$ cat src/rtl/mem_arb_pkg.sv
// Shared types for the cache-subsystem memory port arbiter: response tag layout and FSM states.
package mem_arb_pkg;

   localparam int NR_PORTS = 3;
   localparam int PORT_W   = $clog2(NR_PORTS);
   localparam int TID_W    = 2;

   // Downstream tag: the port field routes the response, tid is returned to the requester.
   typedef struct packed {
      logic [PORT_W-1:0] port;
      logic [TID_W-1:0]  tid;
   } mem_tag_t;

   typedef enum logic {
      EMPTY = 1'b0,
      FULL  = 1'b1
   } arb_state_e;

endpackage

$ cat src/rtl/mem_port_rr_pick.sv
// Rotating-priority pick: first eligible port at or after ptr, wrapping to port 0.
module mem_port_rr_pick #(
   parameter int NrPorts = 3,
   parameter int PortW   = $clog2(NrPorts)
) (
   input  logic [NrPorts-1:0] eligible,
   input  logic [PortW-1:0]   ptr,
   output logic [PortW-1:0]   winner,
   output logic               any
);

   // NOTE: every output of a combinational block gets a default first, so no path can infer a latch.
   always_comb begin
      winner = '0;
      any    = 1'b0;
      // First pass covers ports at or above ptr; the second pass supplies the wrapped-around ports.
      for (int i = 0; i < NrPorts; i++) begin
         if (!any && eligible[i] && (PortW'(i) >= ptr)) begin
            any    = 1'b1;
            winner = PortW'(i);
         end
      end
      for (int i = 0; i < NrPorts; i++) begin
         if (!any && eligible[i]) begin
            any    = 1'b1;
            winner = PortW'(i);
         end
      end
   end

endmodule

$ cat src/rtl/mem_port_arbiter.sv
// Round-robin arbiter sharing one memory request channel between cache requesters, with
// per-port outstanding caps and tag-routed responses. Tag layout follows mem_arb_pkg::mem_tag_t.
module mem_port_arbiter
   import mem_arb_pkg::*;
#(
   parameter int NrPorts        = NR_PORTS,
   parameter int AddrWidth      = 64,
   parameter int DataWidth      = 64,
   parameter int TidWidth       = TID_W,
   parameter int MaxOutstanding = 7,
   localparam int PortW         = $clog2(NrPorts),
   localparam int TagWidth      = PortW + TidWidth
) (
   input  logic                           clk_i,
   input  logic                           rst_ni,
   input  logic [NrPorts-1:0]             req_valid_i,
   output logic [NrPorts-1:0]             req_ready_o,
   input  logic [NrPorts*AddrWidth-1:0]   req_addr_i,
   input  logic [NrPorts-1:0]             req_we_i,
   input  logic [NrPorts*DataWidth-1:0]   req_wdata_i,
   input  logic [NrPorts*TidWidth-1:0]    req_tid_i,
   output logic                           mem_req_valid_o,
   input  logic                           mem_req_ready_i,
   output logic [AddrWidth-1:0]           mem_req_addr_o,
   output logic                           mem_req_we_o,
   output logic [DataWidth-1:0]           mem_req_wdata_o,
   output logic [TagWidth-1:0]            mem_req_tag_o,
   input  logic                           mem_rsp_valid_i,
   input  logic [TagWidth-1:0]            mem_rsp_tag_i,
   input  logic [DataWidth-1:0]           mem_rsp_rdata_i,
   output logic [NrPorts-1:0]             rsp_valid_o,
   output logic [TidWidth-1:0]            rsp_tid_o,
   output logic [DataWidth-1:0]           rsp_rdata_o,
   output logic                           idle_o,
   output logic                           err_o
);

   localparam int CntW = $clog2(MaxOutstanding + 1);
   localparam logic [CntW-1:0]  CNT_MAX   = CntW'(MaxOutstanding);
   localparam logic [PortW-1:0] LAST_PORT = PortW'(NrPorts - 1);

   arb_state_e           state_q, state_d;
   logic [PortW-1:0]     ptr_q;
   logic [PortW-1:0]     winner;
   logic                 any;
   logic                 accept;
   logic [NrPorts-1:0]   eligible;
   logic [NrPorts-1:0]   cnt_zero;
   logic [NrPorts-1:0]   rsp_hit;
   logic                 err_q;
   logic                 err_set;
   mem_tag_t             rsp_tag;

   logic [AddrWidth-1:0] addr_arr  [NrPorts];
   logic [DataWidth-1:0] wdata_arr [NrPorts];
   logic [TidWidth-1:0]  tid_arr   [NrPorts];

   assign rsp_tag = mem_rsp_tag_i;

   for (genvar g = 0; g < NrPorts; g++) begin : g_port
      logic [CntW-1:0] cnt_q;
      logic            inc;
      logic            dec;

      assign addr_arr[g]  = req_addr_i[g*AddrWidth +: AddrWidth];
      assign wdata_arr[g] = req_wdata_i[g*DataWidth +: DataWidth];
      assign tid_arr[g]   = req_tid_i[g*TidWidth +: TidWidth];

      assign eligible[g] = req_valid_i[g] && (cnt_q < CNT_MAX);
      assign rsp_hit[g]  = mem_rsp_valid_i && (rsp_tag.port == PortW'(g));
      assign cnt_zero[g] = (cnt_q == '0);
      assign inc         = accept && (winner == PortW'(g));
      // A response against an empty counter is flagged as an error, never allowed to underflow.
      assign dec         = rsp_hit[g] && !cnt_zero[g];

      // NOTE: sequential state is updated with non-blocking assignments only, so every flop samples pre-edge values.
      always_ff @(posedge clk_i or negedge rst_ni) begin
         if (!rst_ni) begin
            cnt_q <= '0;
         end else if (inc && !dec) begin
            cnt_q <= cnt_q + CntW'(1);
         end else if (dec && !inc) begin
            cnt_q <= cnt_q - CntW'(1);
         end
      end
   end

   mem_port_rr_pick #(
      .NrPorts (NrPorts),
      .PortW   (PortW)
   ) i_pick (
      .eligible (eligible),
      .ptr      (ptr_q),
      .winner   (winner),
      .any      (any)
   );

   always_comb begin
      state_d = state_q;
      accept  = 1'b0;
      unique case (state_q)
         EMPTY: begin
            if (any) begin
               accept  = 1'b1;
               state_d = FULL;
            end
         end
         FULL: begin
            // A draining slot is refilled in the same cycle, giving one request per cycle.
            if (mem_req_ready_i) begin
               accept  = any;
               state_d = any ? FULL : EMPTY;
            end
         end
         default: state_d = EMPTY;
      endcase
   end

   always_comb begin
      req_ready_o = '0;
      for (int i = 0; i < NrPorts; i++) begin
         req_ready_o[i] = accept && (winner == PortW'(i));
      end
   end

   always_ff @(posedge clk_i or negedge rst_ni) begin
      if (!rst_ni) begin
         state_q         <= EMPTY;
         ptr_q           <= '0;
         mem_req_addr_o  <= '0;
         mem_req_we_o    <= 1'b0;
         mem_req_wdata_o <= '0;
         mem_req_tag_o   <= '0;
      end else begin
         state_q <= state_d;
         if (accept) begin
            ptr_q           <= (winner == LAST_PORT) ? '0 : winner + PortW'(1);
            mem_req_addr_o  <= addr_arr[winner];
            mem_req_we_o    <= req_we_i[winner];
            mem_req_wdata_o <= wdata_arr[winner];
            mem_req_tag_o   <= {winner, tid_arr[winner]};
         end
      end
   end

   // Unknown port numbers and responses with nothing outstanding both land here.
   assign err_set = mem_rsp_valid_i && ((rsp_hit == '0) || ((rsp_hit & cnt_zero) != '0));

   always_ff @(posedge clk_i or negedge rst_ni) begin
      if (!rst_ni) begin
         err_q <= 1'b0;
      end else if (err_set) begin
         err_q <= 1'b1;
      end
   end

   assign mem_req_valid_o = (state_q == FULL);
   assign rsp_valid_o     = rsp_hit;
   assign rsp_tid_o       = rsp_tag.tid;
   assign rsp_rdata_o     = mem_rsp_rdata_i;
   assign idle_o          = (state_q == EMPTY) && (&cnt_zero);
   assign err_o           = err_q;

endmodule
$ cat config.mk
export PLATFORM = sky130hd
export DESIGN_NAME = mem_port_arbiter
export DESIGN_NICKNAME = d
export VERILOG_FILES = /design/src/rtl/mem_arb_pkg.sv /design/src/rtl/mem_port_rr_pick.sv /design/src/rtl/mem_port_arbiter.sv
export SDC_FILE = /design/constraint.sdc
export NUM_CORES = 1
export LEC_CHECK = 0
export CORE_AREA = 2 2 264 266
export DETAILED_ROUTE_END_ITERATION = 10
export DIE_AREA = 0 0 266 268
export HOLD_SLACK_MARGIN = 0.15
export SYNTH_ARGS = -nofsm -noshare
export SYNTH_HDL_FRONTEND = slang
export SYNTH_SLANG_ARGS = --single-unit
export TNS_END_PERCENT = 10
$ cat constraint.sdc
create_clock -name clk_i -period 3 [get_ports clk_i]
set_clock_uncertainty 0.05 [all_clocks]
set_input_delay 0.45 -clock clk_i [delete_from_list [all_inputs] [get_ports clk_i]]
set_output_delay 0.45 -clock clk_i [all_outputs]
set_load 0.05 [all_outputs]
==> results.md, run 1 <==
- Layout cells sized above 1: 10.64%
- FF+latch count, synth: 146
- Slew HR: 42.17%
- Vias per Instance: 3.704
- Core area: 0.06823 mm²
- Overall via count from detail_route: 8,209
- Pin count of the biggest net entering global routing: 136
- TritonCTS buffer count: 17
- Layout fillers: 7,242
- Final Cycle Share: 86.15%
- Data required, critical path: 2.50 ns
- First-pass GRT wire length: 52,840 µm
- Setup violations, final: 0
- Final Critical Period: 2.585 ns
- I/O pins: 676
- Peak Freq: 386.9 MHz
- Htree depth: 4
- Setup CP Type: reg2out
- Syn Inst Count: 865
- Met3 Wirelength: 3398 µm
- CTS max path bufs: 2
- Maxcap violations: 0
- Slew Limit Fails: 0
- Buffers on Ports: 543
- TritonCTS clock tree: done
- Post-Syn Nets: 1,339
- Fin Setup TNS: 0 ns
- Outcome: complete, no violations
- CTS clk-pin slew, worst paths: 0.08 ns
- Chip Width: 266 µm
- Clk_lat worst skew: 0.46 ns
- Hold Vio Cnt, Final: 0
- Synth Area per Inst: 10.33 µm²
- Die Area: 0.07129 mm²
- # diodes: 0
- Crit. End Element: output port
- Top sig layer: met4
- Commonest non-fill, non-tap cells in the layout: clkdlybuf4s50_1, dfrtp_1, nand2_1
- Ys Warns: 0
- Area grow syn2layout: 73.69%
- Setup ws final: 0.4154 ns
- Critical path arrival: 2.08 ns
- Root Driver: clkbuf_16
- Post-DP HPWL: 27,900 µm
- Max VDD drop: 0.0005338 V
- Pwr Density: 955.6 mW/mm²
- Leak: 6.377 nW
- DR WL/cell: 16.12 µm
- Residual DRC: 0
- Initial DRC Count: 334
- Min-Delay Path Class: reg2reg
- Row Count: 96
- Unique masters post-synth: 37
- Pwr Total: 14.83 mW
- Post-synthesis instance area: 0.008937 mm²
- WL met1: 13,390 µm
- Startpoint Class: register
- Initial antenna violation count: 1
- Global route overflow: 0
- Met2 wire length: 17,440 µm
- Routability congestion estimate: 0.7897
- Worst Path Max Fanout: 5
- Clock sink count: 146
- Die Y: 268 µm
- Worst Tran Pin Value: 0.8648 ns
- Starting Density: 13.10%
- Worst slack, placed: 0.2340 ns
- Vias in the first global route: 9,062
- ANT nets after route: 0
- RSZ-0062 raised after global routing: no
- All-Layer GR Usage: 9.857%
- Drt pass-1 iters: 4
- Nets: 1,795
- Most common cell after layout, fill and taps aside: clkdlybuf4s50_1
- Register area share after synthesis: 40.88%
- Post-CTS setup buffer count: 0
- Total wire length: 35,720 µm
-- metrics by stage --
| stage | cells | hold WS [ns] | area [µm²] | util (%) |
|---|---|---|---|---|
| global placement | 2183 | 0.4061 | 14880 | 21.82 |
| detailed placement | 2183 | 0.4197 | 14880 | 21.82 |
| finish | 2216 | 0.4361 | 15520 | 22.75 |
| global route | 2216 | 0.4532 | 15520 | 22.75 |
| floorplan | 865 | 0.1044 | 8937 | - |
| CTS | 2216 | 0.4380 | 15520 | 22.75 |
-- worst max-delay path: stages, from the launching register on --
cell and delay [ns]:
dfrtp_1 0.44, nand3_1 0.17, and2_4 0.18, and3_4 0.23, nor2b_1 0.21, buf_4 0.23
buf_12 0.16
-- routing by layer --
metal | track usage [%] | vias to the layer above
li1 | - | 3854
met1 | 10.36 | 3836
met2 | 17.08 | 452
met3 | 3.812 | 67
met4 | 5.193 | 0
met5 | 0 | -
-- area by class of cell --
class                   count  area [µm²]  area share (%)
repair buffers            565        5734           36.94
multi-input cells         456        3896           25.10
flip-flops and latches    146        3654           23.54
well taps                 882        1104           7.109
inverters                 135       506.7           3.264
clock buffers              19       452.9           2.918
clock inverters            13       176.4           1.136
-- synth_stat cells, drive strengths merged --
master,count,area share (%)
a21o,2,0.17
a31o,1,0.098
nand3,5,0.39
xnor2,3,0.29
mux2i,132,15
or3,4,0.28
dfrtp,146,41
nand2,140,5.9
a21oi,1,0.056
nand2b,3,0.21
nor2,4,0.17
and3b,2,0.20
nor4,1,0.070
fa,3,0.67
o211ai,2,0.32
o21ba,1,0.11
mux2,3,0.38
o21ai,1,0.056
and3,1,0.070
ha,3,0.42
nand4,1,0.070
nor2b,3,0.24
inv,135,5.7
nor3b,1,0.084
and2,1,0.098
buf,102,8.9
o221ai,131,18
xor2,6,0.59
nand3b,1,0.084
clkbuf,26,1.2
-- final timing paths --
kind | end | slack, ns | start | cells past startpoint
max | req_ready_o[1] | 0.42 | g_port[1].cnt_q[0] | 6
min | mem_req_tag_o[2] | 0.44 | mem_req_tag_o[2] | 1
max reg2reg | g_port[2].cnt_q[2] | 0.56 | g_port[1].cnt_q[0] | 11
min reg2reg | mem_req_tag_o[2] | 0.44 | mem_req_tag_o[2] | 1
max in group asynchronous | mem_req_wdata_o[8] | 1.48 | rst_ni | 3
min in group asynchronous | mem_req_wdata_o[39] | 0.47 | rst_ni | 2
-- cell families after synthesis --
group,Yosys count,synth area share [%]
mux,135,15.16
buf+inv,263,15.74
fa+ha+maj,6,1.092
compound gates,139,18.41
flops,146,40.88
simple gates,167,7.840
xor+xnor,9,0.8820
-- flip-flops by register name, summed over array words and instances, names as in the netlist --
name / count
mem_req_addr_o: 64
mem_req_valid_o: 1
err_o: 1
mem_req_wdata_o: 64
g_port.cnt_q: 9
ptr_q: 2
mem_req_tag_o: 4
mem_req_we_o: 1
-- power by group --
group          total, mW  internal (mW)  switching (mW)
logic               8.91           3.34            5.57
registers           3.54           2.92           0.619
clock network       2.39           1.37            1.02
total               14.8           7.63            7.20
-- what timing repair did --
item	CTS	global route
gates resized for setup	0	0
hold buffers	1	0
hold endpoints to repair	54	0
No activity file was read; power rests on OpenSTA's default activity.
==> run 2: changes to the inputs <==
- HOLD_SLACK_MARGIN: 0.15 -> 0.12
==> results of run 2 <==
The final DEF is identical to that of run 1; final timing and power are the same.
